==> src/rtl/dice_roll_gen_pkg.sv <==
// Shared types and constants for the dice roll generator and its game-side interface.
package dice_pkg;

  localparam int DIE_W = 3;
  localparam int SUM_W = 4;

  localparam logic [DIE_W-1:0] DIE_MIN = DIE_W'(1);
  localparam logic [DIE_W-1:0] DIE_MAX = DIE_W'(6);

  typedef enum logic [1:0] {
    IDLE    = 2'd0,
    TUMBLE  = 2'd1,
    PRESENT = 2'd2
  } state_e;

  // Next face of a die: 1..6 then back to 1, never 0 or 7.
  function automatic logic [DIE_W-1:0] die_step(input logic [DIE_W-1:0] d);
    return (d == DIE_MAX) ? DIE_MIN : d + DIE_W'(1);
  endfunction

endpackage

==> src/rtl/dice_roll_gen_if.sv <==
// Result handshake between the dice producer and the game controller.
interface dice_roll_gen_if;
  import dice_pkg::*;

  logic             roll_valid;
  logic             roll_ack;
  logic [DIE_W-1:0] die1;
  logic [DIE_W-1:0] die2;
  logic [SUM_W-1:0] sum;

  modport master (output roll_valid, output die1, output die2, output sum, input roll_ack);
  modport slave  (input roll_valid, input die1, input die2, input sum, output roll_ack);
endinterface

==> src/rtl/dice_roll_gen_debouncer.sv <==
// Two-flop synchronizer followed by a consecutive-sample stability filter.
module button_debouncer #(
  parameter int DEBOUNCE_CYCLES = 4
) (
  input  logic clock,
  input  logic reset,
  input  logic din,
  output logic level
);
  localparam int CNT_W = $clog2(DEBOUNCE_CYCLES + 1);
  localparam logic [CNT_W-1:0] CNT_LAST = CNT_W'(DEBOUNCE_CYCLES - 1);

  logic             sync_p0;
  logic             sync_p1;
  logic [CNT_W-1:0] stable_cnt;

  always_ff @(posedge clock) begin
    if (reset) begin
      sync_p0    <= 1'b0;
      sync_p1    <= 1'b0;
      stable_cnt <= '0;
      level      <= 1'b0;
    end else begin
      sync_p0 <= din;
      sync_p1 <= sync_p0;
      // A single sample agreeing with the current level restarts the count.
      if (sync_p1 != level) begin
        if (stable_cnt == CNT_LAST) begin
          level      <= ~level;
          stable_cnt <= '0;
        end else begin
          stable_cnt <= stable_cnt + CNT_W'(1);
        end
      end else begin
        stable_cnt <= '0;
      end
    end
  end

endmodule

==> src/rtl/dice_roll_gen.sv <==
// Dice producer: debounced roll button, free-running dice counters, tumble/present FSM
// and a valid/ack result handshake towards the game controller.
module dice_roll_gen
  import dice_pkg::*;
#(
  parameter int DEBOUNCE_CYCLES = 4,
  parameter int TUMBLE_CYCLES   = 8
) (
  input  logic             clock,
  input  logic             reset,
  input  logic             roll,
  dice_roll_gen_if.master  game,
  output logic [DIE_W-1:0] disp_die1,
  output logic [DIE_W-1:0] disp_die2,
  output logic             busy
);
  localparam int TC_W = $clog2(TUMBLE_CYCLES + 1);
  localparam logic [TC_W-1:0] TC_MAX = TC_W'(TUMBLE_CYCLES);

  function automatic logic [SUM_W-1:0] dice_sum(input logic [DIE_W-1:0] a,
                                                input logic [DIE_W-1:0] b);
    return SUM_W'(a) + SUM_W'(b);
  endfunction

  logic             level;
  logic             level_q;
  logic             rise;
  state_e           state;
  state_e           state_nxt;
  logic             capture;
  logic [TC_W-1:0]  tcnt;
  logic [DIE_W-1:0] cnt1;
  logic [DIE_W-1:0] cnt2;
  logic [DIE_W-1:0] die1_q;
  logic [DIE_W-1:0] die2_q;
  logic [SUM_W-1:0] sum_q;
  logic             valid_q;
  logic             busy_q;

  button_debouncer #(.DEBOUNCE_CYCLES(DEBOUNCE_CYCLES)) u_debouncer (
    .clock (clock),
    .reset (reset),
    .din   (roll),
    .level (level)
  );

  // Only a fresh rising edge starts a roll; a press held across PRESENT is not one.
  assign rise = level & ~level_q;

  // Dice counters free-run in every state so the result depends on press timing.
  always_ff @(posedge clock) begin
    if (reset) begin
      cnt1 <= DIE_MIN;
      cnt2 <= DIE_MIN;
    end else begin
      cnt1 <= die_step(cnt1);
      if (cnt1 == DIE_MAX) cnt2 <= die_step(cnt2);
    end
  end

  always_ff @(posedge clock) begin
    if (reset) begin
      state  <= IDLE;
      busy_q <= 1'b0;
    end else begin
      state  <= state_nxt;
      busy_q <= (state_nxt != IDLE);
    end
  end

  always_comb begin
    state_nxt = state;
    capture   = 1'b0;
    case (state)
      IDLE:    if (rise) state_nxt = TUMBLE;
      TUMBLE:  if (!level && tcnt == TC_MAX) begin
                 state_nxt = PRESENT;
                 capture   = 1'b1;
               end
      PRESENT: if (game.roll_ack) state_nxt = IDLE;
      default: state_nxt = IDLE;
    endcase
  end

  always_comb begin
    disp_die1 = die1_q;
    disp_die2 = die2_q;
    if (state == TUMBLE) begin
      disp_die1 = cnt1;
      disp_die2 = cnt2;
    end
  end

  always_ff @(posedge clock) begin
    if (reset) begin
      level_q <= 1'b0;
      tcnt    <= '0;
      die1_q  <= DIE_MIN;
      die2_q  <= DIE_MIN;
      sum_q   <= dice_sum(DIE_MIN, DIE_MIN);
      valid_q <= 1'b0;
    end else begin
      level_q <= level;
      if (state == IDLE) begin
        tcnt <= '0;
      end else if (state == TUMBLE && tcnt != TC_MAX) begin
        tcnt <= tcnt + TC_W'(1);
      end
      if (capture) begin
        die1_q  <= cnt1;
        die2_q  <= cnt2;
        sum_q   <= dice_sum(cnt1, cnt2);
        valid_q <= 1'b1;
      end else if (state == PRESENT && game.roll_ack) begin
        valid_q <= 1'b0;
      end
    end
  end

  assign game.die1       = die1_q;
  assign game.die2       = die2_q;
  assign game.sum        = sum_q;
  assign game.roll_valid = valid_q;
  assign busy            = busy_q;

endmodule
==> src/flat_wrapper.sv <==
// flat-port wrapper written by rule: the top's interface ports become plain ports
module dice_roll_gen_flat import dice_pkg::*;
#(
  parameter int DEBOUNCE_CYCLES = 4,
  parameter int TUMBLE_CYCLES   = 8
)
  (clock, reset, roll, disp_die1, disp_die2, busy, game_roll_valid, game_die1, game_die2, game_sum, game_roll_ack);
  dice_roll_gen_if game_i ();
  input  logic clock;
  input  logic reset;
  input  logic roll;
  output logic [DIE_W-1:0] disp_die1;
  output logic [DIE_W-1:0] disp_die2;
  output logic busy;
  output wire logic [$bits(game_i.roll_valid)-1:0] game_roll_valid;
  output wire logic [$bits(game_i.die1)-1:0] game_die1;
  output wire logic [$bits(game_i.die2)-1:0] game_die2;
  output wire logic [$bits(game_i.sum)-1:0] game_sum;
  input wire logic [$bits(game_i.roll_ack)-1:0] game_roll_ack;
  assign game_roll_valid = game_i.roll_valid;
  assign game_die1 = game_i.die1;
  assign game_die2 = game_i.die2;
  assign game_sum = game_i.sum;
  assign game_i.roll_ack = game_roll_ack;
  dice_roll_gen #(.DEBOUNCE_CYCLES(DEBOUNCE_CYCLES), .TUMBLE_CYCLES(TUMBLE_CYCLES)) u_core (.clock(clock), .reset(reset), .roll(roll), .game(game_i), .disp_die1(disp_die1), .disp_die2(disp_die2), .busy(busy));
endmodule
==> config.mk <==
export PLATFORM = sky130hd
export DESIGN_NAME = dice_roll_gen_flat
export DESIGN_NICKNAME = d
export VERILOG_FILES = /design/src/rtl/dice_roll_gen_pkg.sv /design/src/rtl/dice_roll_gen_if.sv /design/src/rtl/dice_roll_gen_debouncer.sv /design/src/rtl/dice_roll_gen.sv /design/src/flat_wrapper.sv
export SDC_FILE = /design/constraint.sdc
export NUM_CORES = 1
export LEC_CHECK = 0
export ABC_AREA = 1
export BUFFER_PORTS_ARGS = -buffer_cell sky130_fd_sc_hd__buf_4
export CAP_MARGIN = 25
export CORE_MARGIN = 5
export CORE_UTILIZATION = 45
export CTS_CLUSTER_SIZE = 14
export DETAILED_ROUTE_END_ITERATION = 10
export PLACE_DENSITY = 0.7
export SLEW_MARGIN = 20
export SYNTH_ARGS = -nofsm -noshare
export SYNTH_HDL_FRONTEND = slang
export SYNTH_SLANG_ARGS = --single-unit
export TNS_END_PERCENT = 50
==> constraint.sdc <==
create_clock -name clock -period 2 [get_ports clock]
set_clock_uncertainty 0.15 [all_clocks]
set_input_delay 0.2 -clock clock [delete_from_list [all_inputs] [get_ports clock]]
set_output_delay 0.2 -clock clock [all_outputs]
set_load 0.02 [all_outputs]
Word-level counts from Yosys, hierarchy flattened

Index checks and enable logic that the tools add are counted.

Bits in registers: 31
Input bits: 4
Output and inout port bits: 18
Logic and storage cells: 53

Add/sub/neg operators: 5
Eq/ne operators: 8
Multiplexer cells: 11
Bitwise gates (word level): 4
Reduce and logical (&&, ||, !) cells: 11

Operator list:

| operator                                                              | count |
|---|---|
| 3-bit by 1-bit adder with 3-bit output, second input constant         | 3 |
| 3-bit 2-to-1 mux                                                      | 3 |
| 3-bit equality test, second input constant                            | 2 |
| 2-bit 2-to-1 mux                                                      | 3 |
| 2-bit one-hot mux with 3 select lines                                 | 1 |
| 3-bit by 3-bit adder with 4-bit output                                | 1 |
| 4-bit by 1-bit adder with 4-bit output, second input constant         | 1 |
| 4-bit equality test, second input constant                            | 1 |
| 1-bit 2-to-1 mux                                                      | 4 |
| 4-bit inequality test, second input constant                          | 1 |
| 2-bit nonzero test                                                    | 2 |
| 2-bit OR reduction                                                    | 2 |
| 3-bit by 2-bit equality test with 1-bit output, second input constant | 1 |
| 1-bit logical AND                                                     | 3 |
| 1-bit inverter                                                        | 3 |
| 3-bit OR reduction                                                    | 1 |
| 2-bit by 1-bit equality test with 1-bit output, second input constant | 1 |
| 2-bit equality test, second input constant                            | 1 |
| 2-bit zero test                                                       | 1 |
| 2-bit AND reduction                                                   | 1 |
| 1-bit AND                                                             | 1 |
| 1-bit zero test                                                       | 1 |
| 1-bit inequality test                                                 | 1 |

Logic depth before layout (Yosys ltp)

Gate-level depths: netlist (run 1).

Depth after elaboration: 5
Gate-level depth with buffers: 9
Depth with buffers taken out: 9

Modules after synthesis

Synthesis (run 1) repeated with hierarchy kept, for this count alone.

Cells, all modules: 202
Area, all modules: 1486.4 um2

Modules (own cells, without submodules):

| module           | instances | cells an instance | area each (um2) | seq. area each (um2) |
|---|---|---|---|---|
| dice_roll_gen    | 1         | 175               | 1260.0          | 500.5 |
| button_debouncer | 1         | 27                | 226.5           | 120.1 |

Worst setup path before layout (run 1)

Ideal clock, no wire load.

Path type: reg2reg
Start point: register u_core.cnt1[0]
End point: register u_core.sum_q[2] (netlist: u_core.game.sum[2])
Setup time: 0.113 ns
Arrival: 1.267 ns
Required time: 1.737 ns
Setup slack: 0.470 ns
Stages on the path, launching flop included: 7
Path buffers: 0
Period minus slack after synthesis: 1.530 ns
Cell sequence: dfxtp_1 > ha_1 > inv_1 > fa_1 > xnor2_1 > nor2_1 > nor2_1

Cells in the longest elaborated chain, start to end: 1

RTL lines:

| item                                   | RTL line             | text |
|---|---|---|
| start, declared                        | dice_roll_gen.sv:32  | `logic [DIE_W-1:0] cnt1;` |
| start signal, assigned                 | dice_roll_gen.sv:56  | `cnt1 <= die_step(cnt1);` |
| 3-bit by 3-bit adder with 4-bit output | dice_roll_gen.sv:22  | `return SUM_W'(a) + SUM_W'(b);` |
| end signal, assigned                   | dice_roll_gen.sv:100 | `sum_q <= dice_sum(DIE_MIN, DIE_MIN);` |
| end signal, assigned                   | dice_roll_gen.sv:112 | `sum_q <= dice_sum(cnt1, cnt2);` |
| end, declared                          | dice_roll_gen.sv:36  | `logic [SUM_W-1:0] sum_q;` |

Every way passes these cells.
A chain may end at the register's enable or synchronous reset.

Worst setup path in the final report (run 1)

Start point: register u_core.state[1]
End point: output port disp_die1[1]

Cells in the longest elaborated chain, start to end: 2

RTL lines:

| item                                           | RTL line            | text |
|---|---|---|
| start, declared                                | dice_roll_gen.sv:28 | `state_e state;` |
| start signal, assigned                         | dice_roll_gen.sv:66 | `state <= state_nxt;` |
| 2-bit by 1-bit equality test with 1-bit output | dice_roll_gen.sv:88 | `if (state == TUMBLE) begin` |
| 3-bit 2-to-1 mux                               | dice_roll_gen.sv:88 |  |
| end, declared                                  | flat_wrapper.sv:12  | `output logic [DIE_W-1:0] disp_die1;` |

Every way passes these cells.

==> results of run 1 <==
[kinds of logic after synthesis]
| group | count (synthesis) | synth area share, % |
|---|---|---|
| AOI/OAI and AO/OA | 25 | 8.78 |
| xor gates and xnor gates | 3 | 1.79 |
| adders and majority gates | 10 | 9.04 |
| buffers and inverters | 41 | 11.3 |
| DFF | 31 | 42.3 |
| and+or+nand+nor | 89 | 26.8 |
[critical path, cell delays in order (launching register included)]
cell and delay [ns]:
dfxtp_1 0.40, inv_2 0.06, nand2_2 0.22, nand2_1 0.08, o21ai_0 0.10, buf_4 0.18
[flip-flops by register name (all words and copies together), names as in the netlist]
name / cells
u_core.u_debouncer.stable_cnt: 3
u_core.game.die2: 3
u_core.cnt1: 3
u_core.tcnt: 4
u_core.cnt2: 3
u_core.u_debouncer.sync_p0: 1
u_core.busy: 1
u_core.u_debouncer.sync_p1: 1
u_core.u_debouncer.level: 1
u_core.state: 2
u_core.level_q: 1
u_core.game.die1: 3
u_core.game.sum: 4
u_core.game.roll_valid: 1
[power by group through the flow]
stage / registers [mW] / clock network [mW] / logic [mW]
floorplan: 0.652 / 0 / 0.0533
global placement: 0.654 / 0 / 0.0686
detailed placement: 0.655 / 0 / 0.0694
CTS: 0.641 / 0.365 / 0.0743
global route: 0.644 / 0.401 / 0.0883
finish: 0.641 / 0.354 / 0.0735
[Yosys cell counts]
cell type,instances
nand2_2,3
nor2_2,1
a31oi_1,1
nor2_4,1
clkbuf_1,1
xnor2_1,2
nand4_1,1
buf_2,2
dfxtp_1,31
nor2_1,20
o211ai_1,1
inv_2,2
ha_1,9
xor2_1,1
a21oi_1,12
fa_1,1
nand2_1,46
buf_6,1
inv_1,34
nand3_4,1
o21ai_0,11
nand3_1,14
inv_4,1
nand3b_1,2
[repair_timing]
| action | 4_1_cts | 5_1_grt |
|---|---|---|
| hold buffers | 3 | 0 |
| endpoints found under the hold margin | 7 | 0 |
| buffers inserted | 0 | 0 |
[cell type report]
cell class,instances,area [µm²]
clock buffers,7,45.0
flip-flops and latches,31,621
clock inverters,1,5.00
well taps,44,55.1
multi-input cells,127,681
fillers,329,1360
inverters,37,141
repair buffers,25,195
[layer usage]
| layer | vias to the layer above | part of all wire (%) | global-route usage (%) | routed length, µm |
|---|---|---|---|---|
| met4 | 0 | 2.4 | 10.6 | 70 |
| met3 | 7 | 4.9 | 3.54 | 141 |
| met1 | 565 | 49 | 19.8 | 1430 |
| met2 | 22 | 43 | 22.6 | 1260 |
| met5 | - | 0 | 0 | 0 |
| li1 | 668 | - | - | - |
[through the flow]
step,cell area (µm²),power [mW],utilization (%),std cells,setup WS (ns)
floorplan,1470,0.705,-,199,0.470
detailed placement,1660,0.724,53.6,261,0.404
global route,1740,1.13,56.2,272,0.132
global placement,1660,0.723,53.6,261,0.425
finish,1740,1.07,56.2,272,0.283
CTS,1740,1.08,56.2,272,0.285
[worst min-delay path by stage]
stage	startpoint	to	depth (start not counted)
after global routing	game_roll_ack	u_core.game.roll_valid	4
after CTS	game_roll_ack	u_core.game.roll_valid	4
after floorplan	roll	u_core.u_debouncer.sync_p0	2
after global placement	u_core.u_debouncer.sync_p0	u_core.u_debouncer.sync_p1	2
final	game_roll_ack	u_core.game.roll_valid	4
after detailed placement	u_core.u_debouncer.sync_p0	u_core.u_debouncer.sync_p1	2
==> results_dict.tcl, run 1 <==
set metrics [dict create \
    final_common_cell "nand2_1" \
    cp.required_ns 1.65 \
    synthTopCellsByArea "dfxtp_1, nand2_1, inv_1" \
    worstRegToRegCells 6 \
    rows 20 \
    endpoint "disp_die1[1]" \
    die_x_um 67.1 \
    end_kind "primary output" \
    die_y_um 67.1 \
    path_clk_slew_ns 0.09 \
    r2r_end "u_core.game.sum[2]" \
    cts_tree "built" \
    avgViaCountPerCell 4.64 \
    totalWireLength_um 2900 \
    cap_violations 0 \
    syn_inst 199 \
    hold-worst-slack_ns 0.0535 \
    syn_nets 213 \
    pwr-share-seq_pct 60.0 \
    power-per-cell-area_nw_per_um2 613 \
    grt_pass1_wl_um 5120 \
    yosysTopAreaCellShare_pct 42.3 \
    io_pins 22 \
    internal_power_mw 0.800 \
    start_util_pct 47.3 \
    path_class "reg -> out" \
    clock_latency_ns 0.34 \
    yosysWarnings 0 \
    syn_to_final_growth_pct 18.8 \
    drc_errors 0 \
    hold_viol 0 \
    crit-reg2reg-launch "u_core.cnt1[0]" \
    vias 1262 \
    worst_pin_slew_ns 0.547 \
    final.setup.tns_ns 0 \
    path_max_fanout 13 \
    slew_violations 0 \
    cts_sinks 31 \
    netlist_area_um2 1470 \
    cp-start-kind "flip-flop" \
    irDropWorstVdd_uv 404 \
    nets 241 \
    n_antenna_cell 0 \
    dieArea_um2 4500 \
    finalCritPeriodShare_pct 85.8 \
    grt_pass1_vias 1169 \
    finalCriticalPeriod_ns 1.72 \
    io_buffers 21 \
    cp-startpoint "u_core.state[1]" \
    ctsHtreeMaxLevel 2 \
    cts_resized 0 \
    rsz0062_at_grt "false" \
    grt_max_degree 16 \
    mostFrequentLayoutCells "nand2_1, inv_1, dfxtp_1" \
    ctsRootBufferMaster "clkbuf_4" \
    setup_viol 0 \
    synth_top_cell_by_area "dfxtp_1" \
    p_clk_share_pct 33.1 \
    firstDrtPassIters 4 \
    ys_seq_area_share_pct 42.3 \
    drive_above_1_share_pct 16.2 \
    leakage_nw 0.852 \
    drtIter0Drc 86 \
    grt_use_total_pct 15.4 \
    antenna_left 0 \
    max_freq_mhz 583 \
    power_switching_mw 0.268 \
    combinationalPowerShare_pct 6.9 \
    coreArea_um2 3100 \
    slew-limit-headroom_pct 63.1 \
    cts_made_buffers 5 \
    place_congestion 0.782 \
    r2r_slack_ns 0.38 \
    switching_share_pct 25.1 \
    antenna_found_initial 0 \
    wl_per_cell_um 10.6 \
    overflow 0 \
    min_path_type "in -> reg" \
    status "finished clean" \
    dpl.hpwl_um 2060 \
    clk_path_buf_depth 2 \
    cp.arrival_ns 1.37 \
    synth.distinct_cells 24 \
    ys_seq_elements 31 \
    avgSynthCellArea_um2 7.38 \
]
Power figures use the tool's default switching activity.
==> run 2, diff against run 1 <==
--- a/config.mk
+++ b/config.mk
@@ -12,9 +12,10 @@
 export CORE_UTILIZATION = 45
 export CTS_CLUSTER_SIZE = 14
 export DETAILED_ROUTE_END_ITERATION = 10
-export PLACE_DENSITY = 0.7
+export PLACE_DENSITY = 0.75
 export SLEW_MARGIN = 20
 export SYNTH_ARGS = -nofsm -noshare
 export SYNTH_HDL_FRONTEND = slang
+export SYNTH_HIERARCHICAL = 1
 export SYNTH_SLANG_ARGS = --single-unit
 export TNS_END_PERCENT = 50
==> results_dict.tcl, run 2 <==
set metrics [dict create \
    status "finished clean" \
    synthTopCellsByArea "dfxtp_1, nand2_1, inv_1" \
    antenna_found_initial 0 \
    finalCriticalPeriod_ns 1.76 \
    crit_family "flip-flops" \
    power-per-cell-area_nw_per_um2 687 \
    cp.arrival_ns 1.41 \
    power_switching_mw 0.271 \
    firstDrtPassIters 4 \
    synth_compound_area_share_pct 6.99 \
    critPathMaxStageDelay_ns 0.45 \
    synthAdderAreaFrac_pct 8.92 \
    yosysWarnings 6 \
    antenna_left 0 \
    finalCritPeriodShare_pct 87.8 \
    path_cells "inv_1 -> nand2_2 -> nand2_1 -> o21ai_0 -> buf_4" \
    max_freq_mhz 569 \
    mostFrequentLayoutCells "nand2_1, inv_1, nor2_1" \
    die_x_um 67.5 \
    worst_pin_slew_ns 0.454 \
    cap_violations 0 \
    worst_slack_ns 0.243 \
    cts_sinks 31 \
    clock_latency_ns 0.33 \
    cts_made_buffers 5 \
    dpl.hpwl_um 2000 \
    avgViaCountPerCell 4.62 \
    path_class "reg -> out" \
    grt_use_total_pct 14.9 \
    grt_pass1_wl_um 5130 \
    yosys.area_share.xor_xnor_pct 0.589 \
    p_clk_share_pct 41.8 \
    start_util_pct 47.9 \
    yosys-mux-area-fraction_pct 0 \
    grt_max_degree 16 \
    io_pins 22 \
    hold_viol 0 \
    ys_seq_elements 31 \
    switching_share_pct 22.0 \
    async_flop_share_pct 0 \
    yosysTopAreaCellShare_pct 41.8 \
    dieArea_um2 4550 \
    pwr-share-seq_pct 52.3 \
    ys_top_cells_by_count "nand2_1, inv_1, nor2_1, dfxtp_1, nand3_1" \
    final.setup.tns_ns 0 \
    clk_path_buf_depth 2 \
    cts_tree "built" \
    vias 1265 \
    grt_pass1_vias 1168 \
    end_kind "primary output" \
    place_congestion 0.784 \
    path_max_fanout 15 \
    avgSynthCellArea_um2 7.36 \
    netlist_area_um2 1490 \
    syn_inst 202 \
    coreArea_um2 3100 \
    syn_to_final_growth_pct 20.1 \
    final_common_cell "nand2_1" \
    combinationalPowerShare_pct 6.0 \
    io_buffers 21 \
    drc_errors 0 \
    slew-limit-headroom_pct 69.6 \
    synth_most_common_cell "nand2_1" \
    drtIter0Drc 62 \
    crit_buf_inv 2 \
    rsz0062_at_grt "false" \
    nets 243 \
    cts_setup_buffers 0 \
    syn_nets 216 \
    synth_top_family_by_area "simple AND/OR/NAND/NOR gates" \
    place_ws_ns 0.361 \
    cp.required_ns 1.65 \
    ctsRootBufferMaster "clkbuf_4" \
    ys_seq_area_share_pct 41.8 \
    path_clk_slew_ns 0.10 \
    leakage_nw 0.877 \
    finalPower_mw 1.23 \
    rows 20 \
    fill_cells 307 \
    setup_viol 0 \
    min_path_type "in -> reg" \
    synth_flop_cell "dfxtp_1" \
    internal_power_mw 0.957 \
    die_y_um 67.5 \
    ctsHtreeMaxLevel 2 \
    cp-start-kind "flip-flop" \
    yosys.area_share.simple_pct 30.5 \
    synth.distinct_cells 24 \
    synth_top_cell_by_area "dfxtp_1" \
    multi_input_area_um2 701 \
    synth-edff-count 0 \
    layout.area.seq_um2 621 \
    irDropWorstVdd_uv 393 \
    totalWireLength_um 2780 \
    slew_violations 0 \
    drive_above_1_share_pct 16.1 \
    n_antenna_cell 0 \
    cpMaxStageDelayCell "dfxtp_1" \
    r2r_slack_ns 0.34 \
    wl_per_cell_um 10.2 \
    overflow 0 \
]
## run 2: power groups by stage
stage,combinational [mW],sequential (mW),clock [mW]
floorplan,0.0515,0.653,0
global placement,0.0680,0.655,0
detailed placement,0.0688,0.656,0
CTS,0.0736,0.641,0.527
global route,0.0853,0.644,0.563
finish,0.0732,0.641,0.513
## run 2: cells by family after synthesis
logic type,count (synthesis)
DFF,31
adders and majority gates,10
AOI/OAI and AO/OA,20
and+or+nand+nor,100
buffers and inverters,40
xor gates and xnor gates,1
## run 2: worst paths after layout
check | start | to | cells past startpoint
setup / recovery | u_core/state[1] | disp_die2[0] | 5
hold / removal | game_roll_ack | u_core/game.roll_valid | 4
setup reg to reg | u_core/cnt1[0] | u_core/game.sum[2] | 9
hold reg to reg | u_core/u_debouncer/sync_p0 | u_core/u_debouncer/sync_p1 | 2
## run 2: per-layer routing
layer | GRT usage [%] | share of wire [%] | routed length (µm) | vias up
li1 | - | - | - | 678
met1 | 18.9 | 50 | 1390 | 556
met2 | 22.7 | 43 | 1210 | 27
met3 | 5.32 | 5.4 | 150 | 4
met4 | 6.08 | 1.3 | 36 | 0
met5 | 0 | 0 | 0 | -
## run 2: repair_timing
| item | 4_1_cts | 5_1_grt |
|---|---|---|
| gates resized for setup | 0 | 1 |
| setup endpoints to repair | 0 | 6 |
| endpoints found under the hold margin | 5 | 0 |
| hold buffers | 3 | 0 |
## run 2: metrics by stage
stage | cells | hold WS [ns] | utilization, % | instance area (µm²)
after floorplan | 202 | 0.119 | - | 1490
after global placement | 263 | 0.240 | 53.7 | 1670
after detailed placement | 263 | 0.245 | 53.7 | 1670
after CTS | 274 | 0.00941 | 57.5 | 1780
after global routing | 274 | 0.0456 | 57.5 | 1790
final | 274 | 0.0189 | 57.5 | 1790
## run 2: worst min-delay path: cells and delay by family
family,cells,cell delay [ns]
buffers and inverters,1,0.08
AND/OR/NAND/NOR,2,0.13
AO/OA/AOI/OAI,1,0.05
## run 2: final cells by class
| class | instances | share of cell area [%] |
|---|---|---|
| Timing Repair Buffer | 24 | 10.5 |
| Inverter | 36 | 7.57 |
| Clock buffer | 6 | 2.87 |
| Tap cell | 44 | 3.08 |
| Sequential cell | 31 | 34.8 |
| Clock inverter | 2 | 1.96 |
| Multi-Input combinational cell | 131 | 39.2 |
